**config.mk**
```make
export PLATFORM = sky130hd
export DESIGN_NAME = pipeline_hazard_ctrl
export DESIGN_NICKNAME = d
export VERILOG_FILES = /design/src/rtl/pipeline_hazard_ctrl_pkg.sv /design/src/rtl/pipeline_hazard_ctrl_mdu_timer.sv /design/src/rtl/pipeline_hazard_ctrl.sv
export SDC_FILE = /design/constraint.sdc
export NUM_CORES = 1
export LEC_CHECK = 0
export CAP_MARGIN = 20
export CORE_AREA = 2 2 69 71
export CTS_CLUSTER_DIAMETER = 150
export DETAILED_ROUTE_END_ITERATION = 10
export DIE_AREA = 0 0 71 73
export GPL_ROUTABILITY_DRIVEN = 0
export GPL_TIMING_DRIVEN = 0
export PLACE_DENSITY_LB_ADDON = 0.2
export RECOVER_POWER = 100
export SLEW_MARGIN = 20
export SYNTH_ARGS = -nofsm -noshare
export SYNTH_HDL_FRONTEND = slang
export SYNTH_SLANG_ARGS = --single-unit
```
**constraint.sdc**
```tcl
create_clock -name clk -period 1.9 [get_ports clk]
set_input_delay 0.38 -clock clk [delete_from_list [all_inputs] [get_ports clk]]
set_output_delay 0.38 -clock clk [all_outputs]
set_load 0.01 [all_outputs]
```
**src/rtl/pipeline_hazard_ctrl_pkg.sv**
```systemverilog
// Shared types and constants for the pipeline stall/flush controller.
// Enable-vector indices give each stage register a fixed bit position.
package pipeline_ctrl_pkg;

   typedef enum logic {
      IDLE     = 1'b0,
      MDU_BUSY = 1'b1
   } mdu_state_t;

   localparam int MULT_CYCLES_DEF = 4;
   localparam int DIV_CYCLES_DEF  = 32;

   localparam int EN_PC    = 0;
   localparam int EN_IFID  = 1;
   localparam int EN_IDEX  = 2;
   localparam int EN_EXMEM = 3;
   localparam int EN_MEMWB = 4;
   localparam int EN_W     = 5;

endpackage

```
**src/rtl/pipeline_hazard_ctrl_mdu_timer.sv**
```systemverilog
// Multiply/divide EX-occupancy timer: loads the op length on issue,
// counts down on every non-held cycle and flags the final busy cycle.
module mdu_timer
   import pipeline_ctrl_pkg::*;
#(
   parameter int MULT_CYCLES = MULT_CYCLES_DEF,
   parameter int DIV_CYCLES  = DIV_CYCLES_DEF
) (
   input  logic clk,
   input  logic rst,
   input  logic start,
   input  logic div,
   input  logic hold,
   output logic busy,
   output logic done
);

   localparam int MAX_CYCLES = (DIV_CYCLES > MULT_CYCLES) ? DIV_CYCLES : MULT_CYCLES;
   localparam int CW = ($clog2(MAX_CYCLES) > 0) ? $clog2(MAX_CYCLES) : 1;

   mdu_state_t      state;
   logic [CW-1:0]   count;

   // The counter holds the number of busy cycles still to go after this one.
   always_ff @(posedge clk or posedge rst) begin
      if (rst) begin
         state <= IDLE;
         count <= '0;
      end else begin
         case (state)
            IDLE: begin
               if (start) begin
                  count <= div ? CW'(DIV_CYCLES - 1) : CW'(MULT_CYCLES - 1);
                  state <= MDU_BUSY;
               end
            end
            MDU_BUSY: begin
               if (!hold) begin
                  if (count == '0)
                     state <= IDLE;
                  else
                     count <= count - CW'(1);
               end
            end
            default: state <= IDLE;
         endcase
      end
   end

   assign busy = (state == MDU_BUSY);
   assign done = busy && (count == '0) && !hold;

endmodule

```
**src/rtl/pipeline_hazard_ctrl.sv**
```systemverilog
// Central stall/flush controller for the five-stage pipeline: resolves memory
// freeze, taken branches, load-use, MDU occupancy and jumps into stage enables.
module pipeline_hazard_ctrl
   import pipeline_ctrl_pkg::*;
#(
   parameter int MULT_CYCLES = MULT_CYCLES_DEF,
   parameter int DIV_CYCLES  = DIV_CYCLES_DEF,
   parameter int MEM_TIMEOUT = 255,
   parameter int CNT_W       = 16
) (
   input  logic             clk,
   input  logic             rst,
   input  logic [4:0]       id_rs,
   input  logic [4:0]       id_rt,
   input  logic             id_uses_rs,
   input  logic             id_uses_rt,
   input  logic             id_jump,
   input  logic             id_mdu_start,
   input  logic             id_mdu_div,
   input  logic             id_mdu_use,
   input  logic             ex_mem_read,
   input  logic [4:0]       ex_rd,
   input  logic             ex_branch_taken,
   input  logic             mem_req,
   input  logic             mem_ready,
   output logic             pc_we,
   output logic             ifid_we,
   output logic             idex_we,
   output logic             exmem_we,
   output logic             memwb_we,
   output logic             ifid_flush,
   output logic             idex_flush,
   output logic             mdu_busy,
   output logic             mdu_done,
   output logic             mem_err,
   output logic [CNT_W-1:0] stall_count
);

   localparam int WW = ($clog2(MEM_TIMEOUT + 1) > 0) ? $clog2(MEM_TIMEOUT + 1) : 1;

   logic            freeze;
   logic            load_use;
   logic            mdu_hz;
   logic            mdu_issue;
   logic [EN_W-1:0] en;
   logic            ifid_flush_c;
   logic            idex_flush_c;
   logic [WW-1:0]   wait_cnt;

   assign freeze   = mem_req && !mem_ready;
   assign load_use = ex_mem_read && (ex_rd != 5'd0) &&
                     ((id_uses_rs && (id_rs == ex_rd)) || (id_uses_rt && (id_rt == ex_rd)));
   assign mdu_hz   = mdu_busy && id_mdu_use;

   always_comb begin
      en           = '1;
      ifid_flush_c = 1'b0;
      idex_flush_c = 1'b0;
      if (freeze) begin
         en = '0;
      end else if (ex_branch_taken) begin
         ifid_flush_c = 1'b1;
         idex_flush_c = 1'b1;
      end else if (mdu_hz || load_use) begin
         en[EN_PC]    = 1'b0;
         en[EN_IFID]  = 1'b0;
         idex_flush_c = 1'b1;
      end else if (id_jump) begin
         ifid_flush_c = 1'b1;
      end
   end

   assign pc_we      = en[EN_PC];
   assign ifid_we    = en[EN_IFID];
   assign idex_we    = en[EN_IDEX];
   assign exmem_we   = en[EN_EXMEM];
   assign memwb_we   = en[EN_MEMWB];
   assign ifid_flush = ifid_flush_c;
   assign idex_flush = idex_flush_c;

   // An op issues only when it actually leaves ID into EX this cycle.
   assign mdu_issue = id_mdu_start && !freeze && !ex_branch_taken && !mdu_hz && !load_use;

   mdu_timer #(
      .MULT_CYCLES (MULT_CYCLES),
      .DIV_CYCLES  (DIV_CYCLES)
   ) u_mdu_timer (
      .clk   (clk),
      .rst   (rst),
      .start (mdu_issue),
      .div   (id_mdu_div),
      .hold  (freeze),
      .busy  (mdu_busy),
      .done  (mdu_done)
   );

   always_ff @(posedge clk or posedge rst) begin
      if (rst) begin
         wait_cnt    <= '0;
         mem_err     <= 1'b0;
         stall_count <= '0;
      end else begin
         if (freeze) begin
            if (wait_cnt != WW'(MEM_TIMEOUT))
               wait_cnt <= wait_cnt + WW'(1);
            if (wait_cnt >= WW'(MEM_TIMEOUT - 1))
               mem_err <= 1'b1;
         end else begin
            wait_cnt <= '0;
         end
         if (!pc_we && (stall_count != '1))
            stall_count <= stall_count + CNT_W'(1);
      end
   end

endmodule

```
==> metrics.md <==
| Metric | Value |
|---|---|
| Port-buffer cells | `between 50 and 60` |
| Synth top area cells | `dfrtp_1 (43%), xnor2_1 (7.8%), xor2_1 (5.9%)` |
| Failing checks | `negative setup slack` |
| CTS clk-pin slew, worst paths | `0.06 ns` |
| Fraction of layout cells with a size suffix above 1 | `29.92%` |
| Tot Pwr | `roughly 2.5 mW` |
| Setup TNS | `-1.666 ns` |
| Area of the mapped netlist | `roughly 1800 um2` |
| Hold buffer count at cts | `0` |
| Ant. Diodes | `0` |
| Num CTS Buffers | `5` |
| Global-route wire length before repair | `7.245 mm` |
| Largest net degree at the start of global routing | `32` |
| Lkg Pwr | `approximately 1.3 nW` |
| Ys Warns | `0` |
| Sw Ratio | `about 36%` |
| Min-delay worst type | `flip-flop to flip-flop` |
| Syn_nets | `around 220` |
| Cell accounting for the most synthesized area | `dfrtp_1` |
| Full die area | `about 5200 um2` |
| DR vias | `1674` |
| Vias/cell | `approximately 5.3` |
| Final core occ | `a little over three fifths` |
| Final HPWL DP | `a little over 3 mm` |
| Final setup violation count | `18` |
| Max Clock Freq | `around 470 MHz` |
| GRT overflow | `0` |
| CTS root buffer | `clkbuf_8` |
| Register area share after synthesis | `43.24%` |
| Sequential share of power | `39.6%` |
| Period minus WS final | `about 2.1 ns` |
| Final Non-Filler Cells | `around 320` |
| Final Instance Area | `approximately 2800 um2` |
| Post-DP Area | `between 2000 and 2500 um2` |
| Initial antenna violation count | `0` |
| Crit-path max FO | `4` |
| Die Span X | `71 um` |
| PwrDens | `slightly below 900 nW/um2` |
| Switching power | `roughly 0.90 mW` |
| Status | `complete, but fails checks` |
| Rows | `25` |
| Slew Limit Fails | `0` |
| Worst-skew pair later-pin latency | `about 0.29 ns` |
| Most frequent cell after synthesis | `dfrtp_1` |
| Drt total wl | `4.664 mm` |
| Crit path launch type | `input port` |
| Setup Crit Path Kind | `input port to primary output` |
| Crit path required time | `roughly 1.5 ns` |
| Clock H-tree levels | `2` |
| Chip height | `73 um` |
| Unrepaired setup endpoints after global routing | `true` |
| Area Growth Syn to Fin | `57.74%` |
| Combinational fraction of design power | `40.6%` |
| Syn Inst Count | `185` |
| Crit. End Element | `primary output` |
| Yosys cell types | `between 40 and 50` |
| Max Cap Viol | `0` |
| GR Util All Layers | `17.76%` |
| EDFF count, synth | `0` |
| Top post-synthesis cells by count | `dfrtp_1 (31), nand2_1 (16), xnor2_1 (16)` |
| Clock Power Share | `19.8%` |
| Hold path startpoint | `mem_err$_DFFE_PP0P_` |
| Arrival @ worst endpoint | `1.74 ns` |
| Initial Util | `about two fifths` |
| Nets | `295` |
| Final hold violations | `0` |
| Max_slew headroom | `between 20 and 25%` |
| Worst-Margin Slew | `roughly 1.2 ns` |
| Crit Reg-Reg Startpoint | `stall_count[0]$_DFFE_PP0P_` |
| Synth Area per Inst | `about 9.7 um2` |
| CTS tree | `built` |
| DR pass1 iterations | `4` |
| Crit share post-route | `111.8%` |
| Clock sink total | `31` |
| Drt wl/cell | `around 15 um` |
| Crit. Startpoint | `ex_rd[3]` |
| Clock skew | `between 0.009 and 0.01 ns` |
| Initial DRC count | `56` |
| Clock Path Buffers | `2` |
| Routed Antenna Nets | `0` |
| Primary FF master, synth | `dfrtp_1` |
| Post-synth ARST share | `100.0%` |
| DRC | `0` |
| Final WS setup | `-0.2246 ns` |
| Core area | `between 4000 and 5000 um2` |
| Vias in the first global route | `between 1500 and 2000` |
| I/O pin count | `53` |
| Peak supply drop | `approximately 0.6 mV` |
| Flops & latches, synth | `31` |
| Cell Int Power | `1.633 mW` |
| Post-synth top area share | `between 40% and 50%` |
| Placed insts | `291` |
[cell type report]
| cell class | instances | area (um2) |
|---|---|---|
| fill | 390 | 1705 |
| tap | 54 | 67.56 |
| clock buffer | 7 | 76.32 |
| buffer | 6 | 57.56 |
| sequential | 31 | 778.2 |
| inverter | 8 | 30.03 |
| clock inverter | 1 | 5.005 |
| multi-input combinational | 139 | 1156 |
| timing repair buffer | 72 | 659.4 |
[cell families after synthesis]
group           share of synthesized area [%]
compound gates                          11.58
xor+xnor                                13.67
fa+ha+maj                               3.487
buf+inv                                 4.045
flops                                   43.24
mux                                     2.092
simple gates                            21.90
[path summary, 6_finish.rpt]
path,slack [ns],endpoint,depth (start not counted)
worst max register to register,-0.09,stall_count[15]$_DFFE_PP0P_,6
max in group asynchronous,0.29,wait_cnt[0]$_DFFE_PP0P_,2
worst min-delay path,0.47,mem_err$_DFFE_PP0P_,1
worst min register to register,0.47,mem_err$_DFFE_PP0P_,1
min in group asynchronous,0.83,wait_cnt[4]$_DFFE_PP0P_,2
worst max-delay path,-0.22,pc_we,7
[per-stage QoR]
step                hold slack [ns]  worst slack [ns]
global route                 0.5009           -0.2595
detailed placement           0.4664            -1.214
global placement             0.4659            -1.206
finish                       0.4727           -0.2246
floorplan                    0.4774          -0.06005
CTS                          0.4844           -0.2412
[timing repair]
action | in CTS | in global routing
endpoints found under the setup margin | 29 | 26
buffers inserted | 15 | 5
gates resized for setup | 93 | 39
pin swaps | 23 | 21
[placed cells by master (no fill, tap or decap), types with 3 or more instances in the layout]
cell type	synthesis	layout
clkbuf_1	2	3
a31oi_1	7	5
clkdlybuf4s15_1	0	5
xnor2_1	16	13
buf_2	1	7
buf_6	0	12
nand3_1	13	12
buf_4	4	15
dlygate4sd3_1	0	19
dlygate4sd2_1	0	6
inv_1	8	6
nor3b_1	4	3
dfrtp_1	31	29
clkbuf_8	0	5
ha_1	5	5
nor3_1	5	3
xor2_1	12	12
nand4_1	4	4
xnor2_2	0	3
nor2_1	12	9
nand2_1	16	14
clkdlybuf4s50_1	0	10
o21ai_0	5	4
[critical path, cell delays in order]
cell and delay [ns]:
buf_8 0.09, or4_4 0.53, o21a_4 0.23, a31oi_4 0.18, buf_6 0.15, buf_6 0.09, buf_6 0.08
[power by group through the flow]
stage	Combinational, mW	Clock (mW)	Sequential [mW]
floorplan	0.475	0	0.997
finish	1.03	0.502	1.00
global route	1.12	0.534	1.03
global placement	0.873	0	0.986
CTS	0.944	0.511	0.981
detailed placement	0.891	0	0.986
[registers in the layout, indices dropped and copies added (netlist names)]
name,flops
u_mdu_timer.count,5
u_mdu_timer.busy,1
wait_cnt,8
mem_err,1
stall_count,16
[routing by layer]
layer	track usage, %	vias to the layer above	wire [um]
li1	-	810	-
met1	22.26	821	2026
met2	30.11	36	2418
met3	3.591	7	148
met4	7.128	0	71
met5	0	-	0
(Power assumes the default switching activity.)
